--- src/rtl/muldiv_unit.sv ---
// Iterative multiply/divide unit with architectural HI/LO registers.
// Multiplies are radix-2 shift-add and divides are restoring, one bit per cycle, followed by a sign fix-up cycle.
module muldiv_unit #(
  parameter int WIDTH = 32
) (
  input  logic             clk,
  input  logic             reset_n,
  input  logic             start_mult,
  input  logic             start_div,
  input  logic             is_signed,
  input  logic             abort,
  input  logic [WIDTH-1:0] srca,
  input  logic [WIDTH-1:0] srcb,
  input  logic             rd_hi,
  input  logic             rd_lo,
  input  logic             wr_hi,
  input  logic             wr_lo,
  output logic [WIDTH-1:0] result,
  output logic [WIDTH-1:0] hi,
  output logic [WIDTH-1:0] lo,
  output logic             busy,
  output logic             done,
  output logic             stall
);

  localparam int CW = $clog2(WIDTH);
  localparam logic [CW-1:0] LAST_CNT = CW'(WIDTH - 1);

  typedef enum logic [1:0] {S_IDLE, S_MUL, S_DIV, S_FIX} state_t;

  state_t             r_state;
  logic [CW-1:0]      r_cnt;
  logic [2*WIDTH-1:0] r_acc;
  logic [WIDTH-1:0]   r_opnd;
  logic [WIDTH-1:0]   r_srcaRaw;
  logic [WIDTH-1:0]   r_hi;
  logic [WIDTH-1:0]   r_lo;
  logic               r_isDiv;
  logic               r_negRes;
  logic               r_negRem;
  logic               r_divZero;
  logic               r_busy;
  logic               r_done;

  logic               w_signA;
  logic               w_signB;
  logic [WIDTH-1:0]   w_magA;
  logic [WIDTH-1:0]   w_magB;
  logic [WIDTH-1:0]   w_addend;
  logic [WIDTH:0]     w_mulSum;
  logic [2*WIDTH-1:0] w_mulNext;
  logic [WIDTH:0]     w_remShift;
  logic [WIDTH:0]     w_diff;
  logic               w_qBit;
  logic [2*WIDTH-1:0] w_divNext;
  logic [2*WIDTH-1:0] w_prodFix;
  logic [WIDTH-1:0]   w_quoMag;
  logic [WIDTH-1:0]   w_remMag;
  logic [WIDTH-1:0]   w_quoFix;
  logic [WIDTH-1:0]   w_remFix;

  // Both datapaths work on magnitudes; signs are reapplied in FIX.
  assign w_signA = is_signed & srca[WIDTH-1];
  assign w_signB = is_signed & srcb[WIDTH-1];
  assign w_magA  = w_signA ? -srca : srca;
  assign w_magB  = w_signB ? -srcb : srcb;

  assign w_addend  = r_acc[0] ? r_opnd : '0;
  assign w_mulSum  = {1'b0, r_acc[2*WIDTH-1:WIDTH]} + {1'b0, w_addend};
  assign w_mulNext = {w_mulSum, r_acc[WIDTH-1:1]};

  // Upper half of the accumulator is the partial remainder, lower half shifts dividend out and quotient in.
  assign w_remShift = r_acc[2*WIDTH-1:WIDTH-1];
  assign w_diff     = w_remShift - {1'b0, r_opnd};
  assign w_qBit     = ~w_diff[WIDTH];
  assign w_divNext  = {(w_qBit ? w_diff[WIDTH-1:0] : w_remShift[WIDTH-1:0]), r_acc[WIDTH-2:0], w_qBit};

  assign w_prodFix = r_negRes ? -r_acc : r_acc;
  assign w_quoMag  = r_acc[WIDTH-1:0];
  assign w_remMag  = r_acc[2*WIDTH-1:WIDTH];
  assign w_quoFix  = r_negRes ? -w_quoMag : w_quoMag;
  assign w_remFix  = r_negRem ? -w_remMag : w_remMag;

  always_ff @(posedge clk or negedge reset_n) begin
    if (!reset_n) begin
      r_state   <= S_IDLE;
      r_cnt     <= '0;
      r_acc     <= '0;
      r_opnd    <= '0;
      r_srcaRaw <= '0;
      r_hi      <= '0;
      r_lo      <= '0;
      r_isDiv   <= 1'b0;
      r_negRes  <= 1'b0;
      r_negRem  <= 1'b0;
      r_divZero <= 1'b0;
      r_busy    <= 1'b0;
      r_done    <= 1'b0;
    end else begin
      r_done <= 1'b0;
      case (r_state)
        S_IDLE: begin
          if (wr_hi) r_hi <= srca;
          if (wr_lo) r_lo <= srca;
          if (!abort && (start_mult || start_div)) begin
            r_state   <= start_mult ? S_MUL : S_DIV;
            r_busy    <= 1'b1;
            r_cnt     <= '0;
            r_isDiv   <= !start_mult;
            r_opnd    <= start_mult ? w_magA : w_magB;
            r_acc     <= {{WIDTH{1'b0}}, (start_mult ? w_magB : w_magA)};
            r_negRes  <= w_signA ^ w_signB;
            r_negRem  <= w_signA;
            r_divZero <= (srcb == '0);
            r_srcaRaw <= srca;
          end
        end
        S_MUL, S_DIV: begin
          if (abort) begin
            r_state <= S_IDLE;
            r_busy  <= 1'b0;
          end else begin
            r_acc <= (r_state == S_MUL) ? w_mulNext : w_divNext;
            r_cnt <= r_cnt + CW'(1);
            if (r_cnt == LAST_CNT) r_state <= S_FIX;
          end
        end
        S_FIX: begin
          r_state <= S_IDLE;
          r_busy  <= 1'b0;
          if (!abort) begin
            r_done <= 1'b1;
            if (!r_isDiv) begin
              {r_hi, r_lo} <= w_prodFix;
            end else if (r_divZero) begin
              r_hi <= r_srcaRaw;
              r_lo <= '1;
            end else begin
              r_hi <= w_remFix;
              r_lo <= w_quoFix;
            end
          end
        end
        default: begin
          r_state <= S_IDLE;
          r_busy  <= 1'b0;
        end
      endcase
    end
  end

  assign hi     = r_hi;
  assign lo     = r_lo;
  assign busy   = r_busy;
  assign done   = r_done;
  assign result = rd_hi ? r_hi : (rd_lo ? r_lo : '0);
  assign stall  = r_busy & (rd_hi | rd_lo | wr_hi | wr_lo | start_mult | start_div);

endmodule

--- config.mk ---
export PLATFORM = sky130hd
export DESIGN_NAME = muldiv_unit
export DESIGN_NICKNAME = d
export VERILOG_FILES = /design/src/rtl/muldiv_unit.sv
export SDC_FILE = /design/constraint.sdc
export NUM_CORES = 1
export LEC_CHECK = 0
export BUFFER_PORTS_ARGS = -buffer_cell sky130_fd_sc_hd__buf_2
export CELL_PAD_IN_SITES_DETAIL_PLACEMENT = 0
export CELL_PAD_IN_SITES_GLOBAL_PLACEMENT = 1
export CORE_ASPECT_RATIO = 1.75
export CORE_UTILIZATION = 41
export CTS_BUF_LIST = sky130_fd_sc_hd__clkbuf_4 sky130_fd_sc_hd__clkbuf_8 sky130_fd_sc_hd__clkbuf_16
export DETAILED_ROUTE_END_ITERATION = 10
export PLACE_DENSITY = 0.86
export REMOVE_ABC_BUFFERS = 1
export SLEW_MARGIN = 10
export SYNTH_ARGS = -nofsm -noshare
export SYNTH_HDL_FRONTEND = slang
export SYNTH_SLANG_ARGS = --single-unit
export TNS_END_PERCENT = 20
--- constraint.sdc ---
create_clock -name clk -period 3.4 [get_ports clk]
set_input_delay 0.85 -clock clk [delete_from_list [all_inputs] [get_ports clk]]
set_output_delay 0.85 -clock clk [all_outputs]
set_load 0.03 [all_outputs]
# == Word-level counts from Yosys, hierarchy flattened ==
# Cells that the tools add are included.
# totals
input_bits,74
word_cells,95
regBits,205
# op_classes
n_eq_ne,11
muxes,38
n_reduce_logical,15
n_addsub,8
n_bitwise,10
# ops
op,count
two-way mux 32 bit,18
two-way mux 64 bit,4
negator 32 bit,4
case mux 32 bit (2 select lines),2
case mux 64 bit (2 select lines),1
negator 64 bit,1
adder 32 x 32 -> 33 bit,1
subtractor 33 x 32 -> 33 bit,1
zero test 32 bit,1
"!= test 2 bit, second input constant",6
two-way mux 5 bit,2
case mux 5 bit (2 select lines),1
AND reduction 3 bit,3
two-way mux 2 bit,4
case mux 2 bit (3 select lines),1
AND reduction 2 bit,3
"adder 5 x 1 -> 5 bit, second input constant",1
"== test 5 bit, second input constant",1
bitwise OR 1 bit,5
"== test 2 bit, second input constant",2
two-way mux 1 bit,4
nonzero test 2 bit,2
bitwise AND 1 bit,3
"!= test 3 bit, second input constant",1
9 further kinds,10

# == Longest topological paths before layout ==
# depth
ltp_word,6
ltp_mapped,14
ltp_nobuf,13

# == Worst setup path before layout ==
# OpenSTA, ideal clock, no wires.
# synth_timing
kind,reg-to-reg
from,register r_acc[54]
to,register r_acc[56]
setup_time_ns,0.126
period_less_slack_ns,3.563
path_slack_ns,-0.163
arrival_ns,3.437
stages_incl_launch_ff,13
path_cell_list,dfrtp_1 -> ha_1 -> clkbuf_1 -> a21oi_1 -> o21ai_0 -> a211oi_1 -> nand4b_1 -> or4b_1 -> and3_1 -> buf_2 -> nor2_4 -> mux2_2 -> a221o_1
# synth_between
elab_chain_cells,5
# synth_rtl
item,line,text
"start, declared",33,logic [2*WIDTH-1:0] r_acc;
"start signal, assigned",111,"r_acc <= {{WIDTH{1'b0}}, (start_mult ? w_magB : w_magA)};"
"start signal, assigned",123,r_acc <= (r_state == S_MUL) ? w_mulNext : w_divNext;
subtractor 33 x 32 -> 33 bit,74,"assign w_diff = w_remShift - {1'b0, r_opnd};"
two-way mux 32 bit,76,"assign w_divNext = {(w_qBit ? w_diff[WIDTH-1:0] : w_remShift[WIDTH-1:0]), r_acc[WIDTH-2:0], w_qBit};"
two-way mux 64 bit (*),123,
two-way mux 64 bit (*),119,if (abort) begin
case mux 64 bit (2 select lines) (*),101,case (r_state)
# Mark *: on every way between the ends. The rest lies on a longest branch, timed or not. The select of a mux whose other input is x is not followed.
# A chain may end at the register's enable or synchronous reset.

# == Final worst setup path ==
# layout_timing
from,register r_acc[32]
to,"register r_hi[27], in the netlist hi[27]"
# layout_between
elab_chain_cells,6
# layout_rtl
item,line,text
negator 32 bit,82,assign w_remFix = r_negRem ? -w_remMag : w_remMag;
two-way mux 32 bit,82,
two-way mux 32 bit,135,end else if (r_divZero) begin
two-way mux 32 bit (*),133,if (!r_isDiv) begin
two-way mux 32 bit (*),131,if (!abort) begin
case mux 32 bit (2 select lines) (*),101,
"end signal, assigned",103,if (wr_hi) r_hi <= srca;
"end signal, assigned",134,"{r_hi, r_lo} <= w_prodFix;"
"end signal, assigned",136,r_hi <= r_srcaRaw;
"end, declared",36,logic [WIDTH-1:0] r_hi;
# Marks and branches as above.

==> reports/metrics.yaml <==
timing:
  clock_skew_ns: 0.02133
  post-route-min-period_ns: 3.374
  clock.fmax_mhz: 296.4
  final_max_slew_viol_count: 0
  hold_viol_final: 0
  post-route-period-util_pct: 99.24
  whs_ns: 0.3017
  rsz0062_at_grt: "yes"
  tightest_slew_ns: 0.9600
  setup_viol: 0
  slew_headroom_pct: 35.76
  fin_setup_tns_ns: 0
setup_path:
  r2r-start: "r_acc[32]$_DFFE_PN0P_"
  critPathCaptureType: "flop"
  ff2ff_setup_slack_ns: 0.03
  r2r_cells: 10
  rr_endpoint: "hi[27]$_DFFE_PN0P_"
  crit_type: "reg -> reg"
  required_ns: 3.88
  cp-start-kind: "flop"
  setup.worst_path.start: "r_acc[32]$_DFFE_PN0P_"
  cp_max_fo: 8
  crit_arrival_ns: 3.86
floorplanning:
  rows: 99
  die_h_um: 275.0
  die_area_um2: 43460
  core-area_um2: 41870
  ios: 173
  die_x_um: 158.0
  initial_utilization_pct: 41.72
grt:
  overflow: 0
  antenna_found_initial: 1
  grt_max_degree: 77
  grt_pass1_wl_um: 113100
  track_usage_pct: 34.91
  grt_pass1_vias: 19270
pwr:
  p_per_area_nw_per_um2: 1117
  vdd_drop_max_uv: 892.5
  power.leakage_nw: 9.898
synthesis:
  netlist_area_um2: 17470
  yosysWarnings: 0
  synth-edff-count: 0
  yosysSeqAreaShare_pct: 29.37
  synth.distinct_cells: 78
  ys_seq_elements: 205
  synthFlopType: "dfrtp_1"
  synth_area_per_cell_um2: 7.794
  postSynth.asyncResetShare_pct: 100.0
  synthCells: 2241
place:
  hpwl_um: 58980
  port_buffers: 172
  gp_routability_congestion: 1.019
clock_tree:
  htreeDepth: 1
  clock_tree.buffer_depth: 3
  clock_latency_ns: 0.56
  cts_buffers: 23
  clkSinkCount: 205
  cts_tree: "yes"
  cts.clk_slew.worst_paths_ns: 0.07
  cts-root-buf: "clkbuf_16"
  cts_hold_buf: 0
finish:
  fill_cells: 4103
  layout-drive-gt1-share_pct: 23.82
  syn2layout_area_growth_pct: 26.09
  finalNetCount: 2750
detailed_routing:
  num_vias: 19480
  drc: 0
  drt_pass1_iterations: 6
  wl_per_cell_um: 24.09
  drt_iter0_drc: 1591
  postRouteWirelength_um: 76390
  viasPerCell: 6.144
  ant_nets: 0
outcome:
  status: "finished clean"
flow_run:
  drv_cap: 0
min_path:
  min_path_type: "in -> async"
==> critical path, cell delays in order (launching register included) <==
cell	delay, ns
dfrtp_1	0.38
buf_4	0.18
or4_4	0.45
or4_4	0.44
or3_4	0.38
or3_4	0.37
nand2b_4	0.18
or3_4	0.36
and3_4	0.19
o31a_1	0.28
o21ai_1	0.12
==> power by group <==
group / internal, mW / switching (mW)
registers: 3.61 / 1.10
logic: 6.85 / 10.1
clock network: 1.74 / 1.16
==> cell type report <==
class	count	area (µm²)	share of cell area, %
antenna	1	2.502	0.01136
clock buffer	31	660.6	3.000
clock inverter	8	168.9	0.7670
inverter	74	280.3	1.273
multi-input combinational	1806	11680	53.02
sequential	205	5132	23.31
tap	555	694.4	3.153
timing repair buffer	491	3407	15.47
==> Yosys cell counts (5+ instances only) <==
cell	n	area (µm²)
o311ai_0	5	43.79
o21ai_0	218	1091
buf_1	15	56.30
xnor2_1	120	1051
a21o_1	37	277.8
mux2_2	28	315.3
nor2_1	138	518.0
o41ai_1	11	96.34
or4_1	16	120.1
o31a_1	5	43.79
o21a_1	14	105.1
nor3_1	47	235.2
nand2b_1	16	100.1
o221ai_1	35	306.5
o22ai_1	32	200.2
a21oi_1	186	930.9
a22oi_1	18	135.1
nand4_1	12	75.07
and3_1	15	93.84
mux2i_1	44	440.4
inv_1	72	270.3
a211oi_1	28	210.2
nor4_1	25	156.4
xor2_1	55	481.7
and2_1	20	125.1
nor3b_1	21	157.7
o211ai_1	24	180.2
a32oi_1	8	70.07
clkbuf_1	137	514.2
and4_1	5	43.79
a31oi_1	14	87.58
a22o_1	34	297.8
o31ai_1	29	217.7
nand2_1	312	1171
or2_2	7	43.79
nor2b_1	17	106.4
o21bai_1	9	67.56
a311oi_1	5	43.79
or3_1	26	162.7
dfrtp_1	205	5130
ha_1	73	913.4
nand3_1	38	190.2
==> sequential cells by signal, indices dropped and copies added, names as in the netlist <==
register   count
lo            32
r_negRem       1
done           1
hi            32
r_state        2
r_opnd        32
r_divZero      1
busy           1
r_acc         64
r_cnt          5
r_negRes       1
r_isDiv        1
r_srcaRaw     32
==> kinds of logic after synthesis <==
| group | Yosys count | share of synthesized area [%] |
|---|---|---|
| compound gates | 750 | 27.08 |
| xor+xnor | 175 | 8.776 |
| simple gates | 734 | 19.98 |
| buf+inv | 230 | 5.007 |
| mux | 72 | 4.327 |
| fa+ha+maj | 75 | 5.459 |
| flops | 205 | 29.37 |
==> metal layers <==
| layer | part of all wire, % | track usage, % | up-vias |
|---|---|---|---|
| li1 | - | - | 8851 |
| met1 | 36 | 37.81 | 9422 |
| met2 | 50 | 61.52 | 889 |
| met3 | 6.2 | 3.970 | 319 |
| met4 | 8.4 | 26.87 | 2 |
| met5 | 0.018 | 0 | - |
==> stage by stage <==
step | cell area, µm² | power [mW] | worst slack (ns) | util (%) | instances
6_report | 22020 | 24.61 | 0.02587 | 52.60 | 3171
5_1_grt | 22020 | 26.19 | -0.04066 | 52.59 | 3170
4_1_cts | 21800 | 24.10 | -0.02867 | 52.07 | 3165
3_5_place_dp | 20930 | 21.11 | -0.4157 | 50.00 | 3123
3_3_place_gp | 20930 | 20.86 | -0.4224 | 50.00 | 3123
2_1_floorplan | 16870 | 14.36 | -1.202 | - | 2085
==> worst max-delay path by stage <==
stage / endpoint / slack, ns / cells after the start
6_report: hi[27]$_DFFE_PN0P_ / 0.03 / 10
5_1_grt: hi[27]$_DFFE_PN0P_ / -0.04 / 10
4_1_cts: hi[27]$_DFFE_PN0P_ / -0.03 / 9
3_5_place_dp: r_acc[31]$_DFFE_PN0P_ / -0.42 / 13
3_3_place_gp: r_acc[31]$_DFFE_PN0P_ / -0.42 / 13
2_1_floorplan: r_acc[57]$_DFFE_PN0P_ / -1.20 / 7
==> timing repair <==
action	CTS	global route
pin swaps	3	9
gates cloned	0	1
endpoints found under the setup margin	21	46
setup buffers	3	4
hold endpoints to repair	0	0
resized for setup	6	46
==> cells in the final DEF, fill, tap and decap left out, drive strengths merged, types with 32 or more instances in the layout <==
cell type    n
buf        490
nor2       139
dfrtp      205
xor2        55
o221ai      35
a21o        37
nand2      312
nand3       38
inv         73
ha          73
a22o        34
xnor2      120
clkbuf      32
mux2i       44
o22ai       32
o21ai      222
a21oi      187
nor3        47
Note: power is estimated with default switching activity, not from simulation.
